--- config.mk ---
export PLATFORM = sky130hd
export DESIGN_NAME = w21_col_mac
export DESIGN_NICKNAME = d
export VERILOG_FILES = /design/src/rtl/w21_col_mac.sv
export SDC_FILE = /design/constraint.sdc
export NUM_CORES = 1
export LEC_CHECK = 0
export BUFFER_PORTS_ARGS = -buffer_cell sky130_fd_sc_hd__buf_2
export CORE_ASPECT_RATIO = 0.6
export CORE_UTILIZATION = 45
export CTS_BUF_LIST = sky130_fd_sc_hd__clkbuf_2 sky130_fd_sc_hd__clkbuf_4 sky130_fd_sc_hd__clkbuf_8
export CTS_CLUSTER_DIAMETER = 80
export CTS_CLUSTER_SIZE = 20
export DETAILED_ROUTE_END_ITERATION = 6
export GPL_TIMING_DRIVEN = 0
export PLACE_DENSITY = 0.68
export SLEW_MARGIN = 20
export SYNTH_ARGS = -nofsm -noshare
export SYNTH_HDL_FRONTEND = slang
export SYNTH_SLANG_ARGS = --single-unit
--- constraint.sdc ---
create_clock -name clk -period 4.2 [get_ports clk]
set_input_delay 0 -clock clk [delete_from_list [all_inputs] [get_ports clk]]
set_output_delay 0 -clock clk [all_outputs]
set_load 0.01 [all_outputs]
--- src/rtl/w21_col_mac.sv ---
// Column MAC sequencer: walks a combinational weight ROM in lock-step with an
// activation stream and returns the signed dot product over a valid/ready port.
module w21_col_mac #(
    parameter int DEPTH  = 300,
    parameter int ADDR_W = 9,
    parameter int W_W    = 21,
    parameter int X_W    = 16,
    parameter int ACC_W  = 48
) (
    input  logic              clk,
    input  logic              rst_n,
    input  logic              start,
    input  logic              abort,
    input  logic              x_valid,
    input  logic [X_W-1:0]    x_data,
    output logic              x_ready,
    output logic [ADDR_W-1:0] adrs_clm,
    input  logic [W_W-1:0]    w_in,
    output logic              busy,
    output logic              out_valid,
    input  logic              out_ready,
    output logic [ACC_W-1:0]  acc_out,
    output logic              done
);

    localparam int P_W = X_W + W_W;
    localparam logic [ADDR_W-1:0] LAST_ADDR = ADDR_W'(DEPTH - 1);

    typedef enum logic [1:0] {IDLE, RUN, DRAIN, HOLD} state_t;

    state_t                  state;
    logic signed [P_W-1:0]   prod;
    logic                    prod_vld;
    logic signed [ACC_W-1:0] acc;

    logic                  beat;
    logic                  go_idle;
    logic signed [P_W-1:0] prod_next;

    assign beat      = x_valid && x_ready;
    assign go_idle   = (state != IDLE) && (abort || (state == HOLD && out_ready));
    // Both operands are sign-extended to the full product width before multiplying.
    assign prod_next = P_W'($signed(x_data)) * P_W'($signed(w_in));
    assign acc_out   = acc;

    // NOTE: every register here, including the accumulator and the product
    // pipeline, has an explicit reset value; none of them is a memory array.
    always_ff @(posedge clk or negedge rst_n) begin
        if (!rst_n) begin
            state     <= IDLE;
            adrs_clm  <= '0;
            x_ready   <= 1'b0;
            busy      <= 1'b0;
            out_valid <= 1'b0;
            done      <= 1'b0;
            prod      <= '0;
            prod_vld  <= 1'b0;
            acc       <= '0;
        end else begin
            // NOTE: non-blocking assignments only; later writes in this block
            // (e.g. the accumulator clear on start) override the default update.
            done <= 1'b0;
            if (prod_vld) acc <= acc + ACC_W'(prod);

            if (go_idle) begin
                state     <= IDLE;
                adrs_clm  <= '0;
                x_ready   <= 1'b0;
                busy      <= 1'b0;
                out_valid <= 1'b0;
                prod_vld  <= 1'b0;
            end else begin
                case (state)
                    IDLE: begin
                        if (start && !abort) begin
                            state    <= RUN;
                            acc      <= '0;
                            prod_vld <= 1'b0;
                            adrs_clm <= '0;
                            x_ready  <= 1'b1;
                            busy     <= 1'b1;
                        end
                    end
                    RUN: begin
                        if (beat) begin
                            prod     <= prod_next;
                            prod_vld <= 1'b1;
                            if (adrs_clm == LAST_ADDR) begin
                                state    <= DRAIN;
                                adrs_clm <= '0;
                                x_ready  <= 1'b0;
                            end else begin
                                adrs_clm <= adrs_clm + 1'b1;
                            end
                        end else begin
                            prod_vld <= 1'b0;
                        end
                    end
                    DRAIN: begin
                        // The final product lands in the accumulator this cycle.
                        prod_vld  <= 1'b0;
                        state     <= HOLD;
                        out_valid <= 1'b1;
                        done      <= 1'b1;
                    end
                    HOLD: begin
                    end
                    default: state <= IDLE;
                endcase
            end
        end
    end

endmodule

==> flow_summary.ini <==
[drt]
via_per_inst = 5.43
drc = 0
drtAntennaViolNets = 0
dr.pass1.iters = 5
wirelength_mm = 57.5
dr_wl_met3_mm = 6.56
met1_length_mm = 25.8
vias = 16091
wl_met2_mm = 24.3
first_iter_violations = 1414
wl_per_cell_um = 19.4
top_layer = met5

[yosys]
async_flop_share_pct = 100
ys_warn_count = 0
ys_ff_latch = 101
syn_area_um2 = 19300
synth_area_leaders = fa_1, dfrtp_1, ha_1
seq_area_frac_synth_pct = 13.1
syn_inst = 2177
yosysTopAreaCell = fa_1
syn_avg_cell_area_um2 = 8.87
synth_edf_count = 0
synthFlopType = dfrtp_1
syn_nets = 2697
yosysTopAreaCellShare_pct = 34.5
yosysUniqueCellTypes = 78

[sta]
timing.final.crit_share_pct = 128
worst_slew_pin_slew_ns = 0.866
fmax_ghz = 0.186
slew_violations = 0
setup_violations = 26
maxSlewHeadroom_pct = 42.3
whs_ns = 0.0984
fin_crit_ns = 5.38
grt_setup_unrepaired = true
setup_slack_ns = -1.18
hold_viol_final = 0
finalClockSkew_ns = 0.0151

[setup_path]
cp.required_ns = 4.49
critPathKind = in2reg
r2r_setup_slack_ns = 0.78
crit_arrival_ns = 5.67
rr_worst_depth = 11
cp_max_fo = 10
crit_path_end_kind = flop
reg2reg_from = acc_out[0]
timing.rr.end = acc_out[46]
startpoint_type = input port

[layout]
diodes = 0
fillers = 3720
area_growth_pct = 22.2
drive_above_1_share_pct = 20.1
final_nets = 2911

[placed_design]
hpwlAfterDp_mm = 45.4
routabilityCongestion = 1.01
pre_cts_ws_ns = -2.15
io_buffers = 103

[clock_tree]
clock-sinks = 101
clockRootBuffer = clkbuf_8
htreeDepth = 3
clk_path_buf_depth = 2
numCtsBuffers = 9
tritoncts = built
path_clk_slew_ns = 0.11
clkLatencyLatePin_ns = 0.41

[floorplanning]
core-area_um2 = 42100
die_h_um = 162
initial_utilization_pct = 45.9
ios = 104
die_x_um = 269
design.die.area_um2 = 43800
fp-row-count = 58

[grt]
grt_max_degree = 57
grt_pass1_vias = 16297
grt_overflow_total = 0
grt_pass1_wl_mm = 90.5
grt_antenna_before_repair = 2
gr-usage-all-layers_pct = 26.8

[outcome]
outcome = finished, violations left
violations = negative setup slack

[job]
cap_violations = 0

[hold_path]
hold_class = in2async
## state kept, by name, summed over array words and instances, names as in the netlist
register,cells
acc_out,48
prod,37
adrs_clm,9
state,2
busy,1
done,1
out_valid,1
prod_vld,1
x_ready,1
## synthesized netlist by cell type, types with 17 or more instances
| cell type | instances |
|---|---|
| ha_1 | 144 |
| a21o_1 | 44 |
| and2_1 | 149 |
| fa_1 | 333 |
| nand4_1 | 18 |
| o21ai_0 | 85 |
| nor2_1 | 93 |
| nand2_1 | 278 |
| nand3_1 | 17 |
| clkbuf_1 | 86 |
| inv_1 | 419 |
| dfrtp_1 | 101 |
| xnor2_1 | 49 |
| xor2_1 | 31 |
| mux2i_1 | 31 |
| a21oi_1 | 80 |
## metal layers
metal | vias up | GRT usage (%)
li1 | 7241 | -
met1 | 8022 | 39.0
met2 | 744 | 38.9
met3 | 80 | 9.07
met4 | 4 | 4.13
met5 | - | 0
## critical path: stages
cell       delay (ns)
buf_6            0.13
clkbuf_16        0.18
nand2_1          0.08
fa_1             0.53
fa_2             0.59
inv_2            0.05
fa_1             0.55
fa_2             0.44
fa_1             0.49
inv_1            0.05
fa_1             0.57
inv_2            0.07
ha_4             0.30
o21a_1           0.13
o211ai_1         0.12
a31oi_2          0.22
o21ai_2          0.12
a21oi_4          0.23
o21ai_2          0.09
o31ai_2          0.27
nor4_1           0.09
or3_1            0.38
## worst max-delay path by stage
| stage | depth (start not counted) | end | from |
|---|---|---|---|
| floorplan | 23 | prod[34] | x_data[5] |
| global placement | 24 | prod[34] | x_data[11] |
| detailed placement | 22 | prod[34] | x_data[11] |
| CTS | 23 | prod[34] | x_data[4] |
| global route | 22 | prod[34] | x_data[10] |
| finish | 22 | prod[34] | w_in[16] |
## logic make-up (layout without fill, tap and decap cells)
kind of cell	after synthesis	count (layout)	share of synthesized area [%]
fa+ha+maj	477	477	43.9
flops	101	101	13.1
mux	33	33	1.72
buf+inv	517	736	10.1
compound gates	334	334	11.6
xor+xnor	81	81	3.71
simple gates	634	634	15.9
## stage by stage
step	setup TNS, ns	util, %	instances	cell area, um2
finish	-22.69	56.1	2966	23600
global route	-26.14	56.1	2966	23600
CTS	-17.85	54.9	2936	23100
detailed placement	-41.93	50.5	2851	21200
global placement	-40.61	50.4	2850	21200
floorplan	-15.98	-	2177	20000
## cells in the final DEF (no fill, tap or decap), types with 22 or more instances in the layout
master / netlist / layout
a21oi_1: 80 / 65
fa_2: 0 / 25
o21ai_1: 11 / 29
clkbuf_8: 0 / 22
buf_2: 6 / 81
nand2_1: 278 / 253
inv_1: 419 / 387
ha_1: 144 / 124
dfrtp_1: 101 / 101
a21o_1: 44 / 44
clkbuf_1: 86 / 30
fa_1: 333 / 308
xnor2_1: 49 / 45
buf_6: 1 / 25
clkbuf_16: 0 / 34
xor2_1: 31 / 31
nor2_1: 93 / 88
mux2i_1: 31 / 31
o21ai_0: 85 / 57
and2_1: 149 / 132
inv_2: 0 / 31
buf_4: 0 / 79
## final cells by class
type / count / area (um2) / area share, %
multi-input combinational: 1559 / 15600 / 66.1
clock inverter: 6 / 55.1 / 0.233
sequential: 101 / 2530 / 10.7
timing repair buffer: 209 / 1770 / 7.50
tap: 570 / 713 / 3.02
inverter: 419 / 1580 / 6.68
clock buffer: 10 / 138 / 0.583
buffer: 92 / 1210 / 5.15
## timing repair
item	in CTS	in global routing
endpoints found under the setup margin	27	27
hold endpoints to repair	102	0
hold buffers	3	0
gates resized for setup	228	94
buffers inserted	71	34
pin swaps	78	72
gates cloned	3	1
Power is not shown: default switching activity piles up to over one toggle a cycle in this logic, so the estimate is an artifact.
